### config.mk
export PLATFORM = sky130hd
export DESIGN_NAME = param_ram
export DESIGN_NICKNAME = d
export VERILOG_FILES = /design/src/rtl/param_ram.sv
export SDC_FILE = /design/constraint.sdc
export NUM_CORES = 1
export LEC_CHECK = 0
export CAP_MARGIN = 40
export CORE_MARGIN = 2
export CORE_UTILIZATION = 64
export CTS_CLUSTER_SIZE = 30
export DETAILED_ROUTE_END_ITERATION = 6
export GPL_TIMING_DRIVEN = 0
export PLACE_DENSITY = 0.86
export SLEW_MARGIN = 20
export SYNTH_ARGS = -nofsm -noshare
export SYNTH_HDL_FRONTEND = slang
export SYNTH_SLANG_ARGS = --single-unit
### constraint.sdc
create_clock -name clk -period 4.4 [get_ports clk]
set_input_delay 0.88 -clock clk [delete_from_list [all_inputs] [get_ports clk]]
set_output_delay 0.88 -clock clk [all_outputs]
set_load 0.03 [all_outputs]
### src/rtl/param_ram.sv
// param_ram: parametrised single-port synchronous RAM.
// Byte-lane write enables, read-first on same-address read/write, optional
// output register, and a hardware clear sweep that fills every word with
// INIT_VAL after reset and on request. Accesses arriving while the sweep
// runs (or colliding with a clear request) are dropped and flagged.
// DATA_W must be a multiple of 8.
module param_ram #(
    parameter int                  DATA_W   = 8,
    parameter int                  ADDR_W   = 4,
    parameter logic [DATA_W-1:0]   INIT_VAL = '0,
    parameter int                  OUT_REG  = 0
) (
    input  logic                   clk,
    input  logic                   rst,
    input  logic                   clr,
    input  logic                   we,
    input  logic                   re,
    input  logic [ADDR_W-1:0]      addr,
    input  logic [DATA_W-1:0]      din,
    input  logic [DATA_W/8-1:0]    be,
    output logic [DATA_W-1:0]      dout,
    output logic                   rvalid,
    output logic                   busy,
    output logic                   rejected
);

    localparam int DEPTH  = 2**ADDR_W;
    localparam int NBYTES = DATA_W / 8;

    typedef enum logic {
        ST_CLEAR = 1'b0,
        ST_IDLE  = 1'b1
    } state_t;

    state_t               r_state;
    logic [ADDR_W-1:0]    r_cnt;
    logic                 r_rejected;
    logic [DATA_W-1:0]    r_dout;
    logic                 r_rvalid;

    logic                 w_idle;
    logic                 w_wr_ok;
    logic                 w_rd_ok;
    logic                 w_drop;
    logic [DATA_W-1:0]    w_rd_word;

    // A clear request in IDLE takes priority over any access in the same cycle.
    assign w_idle  = (r_state == ST_IDLE);
    assign w_wr_ok = w_idle && we && !clr;
    assign w_rd_ok = w_idle && re && !clr;
    assign w_drop  = w_idle ? (clr && (we || re)) : (we || re || clr);

    // Sweep FSM: walk the counter through every word, then accept traffic.
    always_ff @(posedge clk or negedge rst) begin
        if (!rst) begin
            r_state    <= ST_CLEAR;
            r_cnt      <= '0;
            r_rejected <= 1'b0;
        end else begin
            r_rejected <= w_drop;
            case (r_state)
                ST_CLEAR: begin
                    r_cnt <= r_cnt + ADDR_W'(1);
                    if (r_cnt == {ADDR_W{1'b1}}) begin
                        r_state <= ST_IDLE;
                    end
                end
                ST_IDLE: begin
                    if (clr) begin
                        r_state <= ST_CLEAR;
                        r_cnt   <= '0;
                    end
                end
                default: begin
                    r_state <= ST_CLEAR;
                    r_cnt   <= '0;
                end
            endcase
        end
    end

    // One narrow array per byte lane so each lane's enable maps onto its own RAM.
    for (genvar gi = 0; gi < NBYTES; gi++) begin : g_lane
        logic [7:0] r_mem [DEPTH];

        // Sweep writes INIT_VAL; otherwise accepted writes update enabled lanes.
        always_ff @(posedge clk) begin
            if (!w_idle) begin
                r_mem[r_cnt] <= INIT_VAL[8*gi +: 8];
            end else if (w_wr_ok && be[gi]) begin
                r_mem[addr] <= din[8*gi +: 8];
            end
        end

        // Raw lane data; captured by the output stage, which gives read-first.
        assign w_rd_word[8*gi +: 8] = r_mem[addr];
    end

    if (OUT_REG != 0) begin : g_out_reg
        logic [DATA_W-1:0] r_pipe_data;
        logic              r_pipe_vld;

        // Two-stage read: array capture, then output register.
        always_ff @(posedge clk or negedge rst) begin
            if (!rst) begin
                r_pipe_data <= '0;
                r_pipe_vld  <= 1'b0;
                r_dout      <= '0;
                r_rvalid    <= 1'b0;
            end else begin
                r_pipe_vld <= w_rd_ok;
                if (w_rd_ok) begin
                    r_pipe_data <= w_rd_word;
                end
                r_rvalid <= r_pipe_vld;
                if (r_pipe_vld) begin
                    r_dout <= r_pipe_data;
                end
            end
        end
    end else begin : g_no_out_reg
        // Single-stage read: dout updates only on an accepted read.
        always_ff @(posedge clk or negedge rst) begin
            if (!rst) begin
                r_dout   <= '0;
                r_rvalid <= 1'b0;
            end else begin
                r_rvalid <= w_rd_ok;
                if (w_rd_ok) begin
                    r_dout <= w_rd_word;
                end
            end
        end
    end

    assign dout     = r_dout;
    assign rvalid   = r_rvalid;
    assign busy     = (r_state == ST_CLEAR);
    assign rejected = r_rejected;

endmodule

; After elaboration in Yosys (flattened, before gate mapping)
; Memories as Yosys holds them, arrays and structs flattened. A register that Yosys moved wholly into a read port is not among the register bits.
; Index checks and enable logic that the tools add are counted.
[word_totals]
ff_bits = 7
latch_bits = 0
mem_bits_rw = 128
mem_bits_ro = 0
input_bits = 18
output_inout_bits = 11
wordCells = 33
memories = 1
[op_classes]
n_addsub = 1
multipliers = 0
div_mod_pow = 0
n_lt_le_gt_ge = 0
eq_ne = 2
n_shift = 0
muxes = 13
bitwise_logic = 1
reduce_logical = 11
[mem_list]
columns = memory, depth, word_bits, rd, rd_clocked_by_memory_dff, wr, line_no
row1 = g_lane[0].r_mem, 16, 8, 1, 1, 1, 84  ; logic [7:0] r_mem [DEPTH];
[ops]
columns = cell, count
row1 = $mux 1, 8
row2 = $mux 4, 2
row3 = $mux 8, 1
row4 = $pmux 4 s2, 1
row5 = $reduce_or 8->1, 1
row6 = $logic_and 1x1->1, 6
row7 = $add 4x1->4 const B, 1
row8 = $eq 4x4->1 const B, 1
row9 = $logic_not 1->1, 2
row10 = $logic_or 1x1->1, 2
row11 = $ne 2x2->1 const B, 1
row12 = $pmux 1 s2, 1
row13 = $not 1->1, 1

; Logic depth before layout (Yosys ltp)
[depth]
ltp_word = 8
ltp_mapped = 6
depth_no_buf = 5

; Worst setup path before layout
; No wires, ideal clock.
[synth_path]
path_type = input to register
start = in addr[1]
end = mem g_lane[0].r_mem[2][0] (enable)
setup_ns = 0.370
t_arrival_ns = 2.269
t_required_ns = 4.030
path_slack_ns = 1.761
path_stages = 5
n_path_buf = 2
path_cell_list = clkbuf_1 > buf_1 > nor3b_1 > a31oi_1 > nor2_1
[synth_between]
elab_chain_len = 1
[synth_lines]
columns = item, line_no
row1 = start: declaration, 18  ; input logic [ADDR_W-1:0] addr,
row2 = $mux 4 (no line), -
row3 = end: declaration, 84
; Every way passes these cells.

; Worst setup path in the final report
[layout_path]
start = in clr
end = mem g_lane[0].r_mem[12][6] (enable)
[layout_between]
elab_chain_len = 8
elab_cells_between_ends = 9
cone_classes = mux (5) / reduce/logical (4)
[layout_lines]
columns = item, line_no
row1 = start: declaration, 15  ; input logic clr,
row2 = $logic_not 1->1 (*), 49  ; assign w_wr_ok = w_idle && we && !clr;
row3 = $logic_and 1x1->1 (*), 49
row4 = $logic_and 1x1->1 (*), 90  ; end else if (w_wr_ok && be[gi]) begin
row5 = $mux 1 (*), 90
row6 = $mux 1 (*), 88  ; if (!w_idle) begin
row7 = $mux 1 (not written as such) (*), 91  ; r_mem[addr] <= din[8*gi +: 8];
row8 = $reduce_or 8->1 (no line), -
row9 = $mux 4 (no line) or $mux 1 (tied branches), -
; Every way passes the cells marked *; elsewhere a longest branch is shown, timed or not.

==> results.txt <==
----------------------------------------------------
[Setup path]
  Cell chain of the critical path ... clkdlybuf4s50_1 -> nor2b_1 -> and3_1 -> clkbuf_1 -> a31oi_1 -> nor2_1
  Critical path class ... in2reg
  CP Data Required Time ... about 4600 ps
  Worst-path fanout max ... 10
  Kind of end point of the critical path ... flop
  Stage delay of the slowest cell on the critical path ... around 670 ps
  Kind of launch point of the worst setup path ... input pin
  Data arrival at the endpoint of the critical path ... roughly 3400 ps
  Cell at the slowest stage of the critical path ... sky130_fd_sc_hd__nor2_1

[Detailed routing]
  Number of iterations in the first detailed-routing pass ... 5
  Met1 layer wirelength in the final routing ... 4760 µm
  DRC violations left ... 0
  Drt total wl ... roughly 12,000 µm
  Count of antenna-violating nets left after detailed routing ... 0
  Met3 layer wire length in the routed design ... between 1000 and 1500 µm
  Top metal layer carrying routed signals ... met4
  Wire per inst ... roughly 26 µm
  Routed via count divided by cell count ... 6.63
  Met2 WL ... 5910 µm
  Detailed router's first-iteration violation count ... around 230
  Via count ... 3,150

[STA]
  RSZ-0062 raised after global routing ... false
  Worst rel slew slack ... 0.468
  Setup Skew ... about 8.2 ps
  Final Slew Violations ... 0
  Pin slew with the least headroom to its limit ... between 700 and 800 ps
  Highest Clock Rate ... 0.313 GHz
  Number of hold violations in the final report ... 0
  Fin crit share ... 0.727
  Final worst setup slack ... 1200 ps
  # setup viols final ... 0
  Shortest clock period the worst path allows after layout ... 3200 ps
  Final TNS setup ... 0 ps

[GRT]
  First-pass GRT wire length ... roughly 19,000 µm
  All-Layer GR Usage ... 0.268
  Antenna violations before repair ... 0
  Largest net degree at the start of global routing ... 17
  Grt total ovfl ... 0
  Via count of the first global-routing pass ... ~3,200

[Die]
  Initial Utilization ... 0.659
  Core ar. ... approximately 8700 µm²
  Height of the die ... around 100 µm
  Area of the die ... approximately 9700 µm²
  Die X ... roughly 99 µm
  Io pins ... 29
  Number of standard-cell rows in the floorplan ... 34

[CTS]
  Largest buffer count on any clock path ... 2
  Hold Buf Count CTS ... 0
  Post CTS Setup Buffer Count ... 0
  Maximum level of the CTS H-tree ... 4
  Total number of clock tree sinks ... between 100 and 150
  Number of resized instances in the post-cts repair step ... 0
  Clock insertion delay at the later pin of the skew report ... ~520 ps
  Buffer type at the clock tree root ... sky130_fd_sc_hd__clkbuf_8
  Number of buffers created by CTS ... 17
  Clock edge transition at the registers on the reported setup and hold paths ... around 60 ps
  Clock tree from TritonCTS ... done

[Placed design]
  Placed Instances ... 435
  Post-DP HPWL ... about 7400 µm
  Worst setup slack after placement ... around 600 ps
  IO Port Bufs ... 26
  Routability congestion estimate from global placement ... 0.883

[Synth]
  Combined area of all synthesized cells ... ~5700 µm²
  Seq/Total Area, Yosys ... 0.738
  Count of state elements after synthesis ... ~140
  Proportion of netlist area held by the largest area contributor ... 0.672
  Mapped Cells ... 294
  Synthesized area per cell ... around 19 µm²
  Yosys cell types ... 37
  Cells taking the most area after synthesis ... sky130_fd_sc_hd__edfxtp_1, sky130_fd_sc_hd__mux4_2, sky130_fd_sc_hd__dfrtp_1, sky130_fd_sc_hd__mux4_1, sky130_fd_sc_hd__mux2i_1
  YS warnings ... 0
  Cell type contributing the most total cell area after synthesis ... sky130_fd_sc_hd__edfxtp_1
  Net count after synthesis ... about 310

[Pwr]
  Post-layout total power ... between 4 and 5 mW
  Static leakage ... around 2.4 nW
  Power per unit of standard cell area ... between 500 and 600 nW/µm²
  Worst-case vdd ir drop ... between 0.4 and 0.5 mV

[Finish]
  Number of nets in the finished design ... roughly 370
  Area of the multi-input gates ... around 1400 µm²
  Layout Cells excl Fill ... about 480
  Most common library cell in the layout ignoring fill and taps ... sky130_fd_sc_hd__edfxtp_1
  Filler cell count ... 460
  Number of antenna repair diodes ... 0
  Layout overhead on the synthesized area ... 18.5%
  Post-layout util ... 0.781
  Highest-count cells in the layout ignoring fill and taps ... sky130_fd_sc_hd__edfxtp_1, sky130_fd_sc_hd__clkdlybuf4s50_1, sky130_fd_sc_hd__mux4_2
  Share of layout cells above drive strength 1 ... 0.232
  Seq. cell area ... about 4200 µm²

[Hold path]
  Class of the most critical hold timing path ... reg2reg

[Flow run]
  Max Cap Violations ... 0

[Outcome]
  Run status ... complete, no violations

----------------------------------------------------
cells in the mapped netlist, drive strengths merged:
master / instances
nand3b: 1
inv: 4
xnor2: 1
or3: 1
clkbuf: 8
mux2i: 9
a21o: 1
ha: 1
buf: 8
nand3: 1
mux4: 31
dfrtp: 15
a31oi: 6
edfxtp: 128
and3: 3
nor2: 21
a22o: 1
nor3: 11
a32oi: 1
nor3b: 3
nor2b: 1
a221o: 7
a22oi: 1
a21oi: 3
o22ai: 1
xor2: 1
or2: 1
mux2: 8
o21ai: 3
nand4b: 1
and2: 9
nand2: 3
stage by stage:
stage                     cell area [µm²]  hold WS [ps]
after floorplan                      5720           507
after global placement               6110           501
after detailed placement             6160           523
after CTS                            6720           536
after global routing                 6780           542
final                                6780           536
area by class of cell:
type                            count  area share
Buffer                             16      0.0137
Clock buffer                       17      0.0611
Clock inverter                     15      0.0201
Inverter                            4     0.00222
Multi-Input combinational cell    131       0.205
Sequential cell                   143       0.623
Tap cell                          108      0.0199
Timing Repair Buffer               41      0.0550
path summary, 6_finish.rpt:
| path | cells past startpoint | slack [ps] | endpoint | start |
|---|---|---|---|---|
| worst max-delay path | 6 | 1200 | g_lane[0].r_mem[12][6]$_DFFE_PP_ | clr |
| worst min-delay path | 1 | 540 | dout[5]$_DFFE_PN0P_ | dout[5]$_DFFE_PN0P_ |
| worst max register to register | 5 | 1760 | g_lane[0].r_mem[12][6]$_DFFE_PP_ | r_state$_DFF_PN0_ |
| worst min register to register | 1 | 540 | dout[5]$_DFFE_PN0P_ | dout[5]$_DFFE_PN0P_ |
| max in group asynchronous | 1 | 3150 | dout[7]$_DFFE_PN0P_ | rst |
| min in group asynchronous | 1 | 790 | r_cnt[3]$_DFFE_PN0P_ | rst |
registers in the layout, indices dropped and copies added, names as in the netlist:
register	cells
rvalid	1
rejected	1
r_state	1
r_cnt	4
g_lane.r_mem	128
dout	8
critical path, delay by kind of cell:
| family | cells | cell delay [ps] |
|---|---|---|
| buf+inv | 2 | 940 |
| simple gates | 3 | 1250 |
| compound gates | 1 | 270 |
logic make-up after synthesis:
logic type / count (synthesis) / synth area share
XOR/XNOR: 2 / 0.00306
adder cells (fa/ha/maj): 1 / 0.00219
flip-flops: 143 / 0.738
AO/OA/AOI/OAI: 24 / 0.0309
buffers and inverters: 20 / 0.0188
multiplexers: 48 / 0.158
AND/OR/NAND/NOR: 56 / 0.0495
power by group:
part,leakage (nW),total [mW],switching [mW],internal (mW)
registers,1.38,1.89,0.106,1.78
clock network,0.265,1.32,0.563,0.754
logic,0.722,0.830,0.492,0.338
metal layers:
layer | GRT usage | vias up
li1 | - | 1317
met1 | 0.366 | 1591
met2 | 0.423 | 202
met3 | 0.0752 | 40
met4 | 0.103 | 0
met5 | 0 | -
Note: power is estimated with default switching activity, not from simulation.
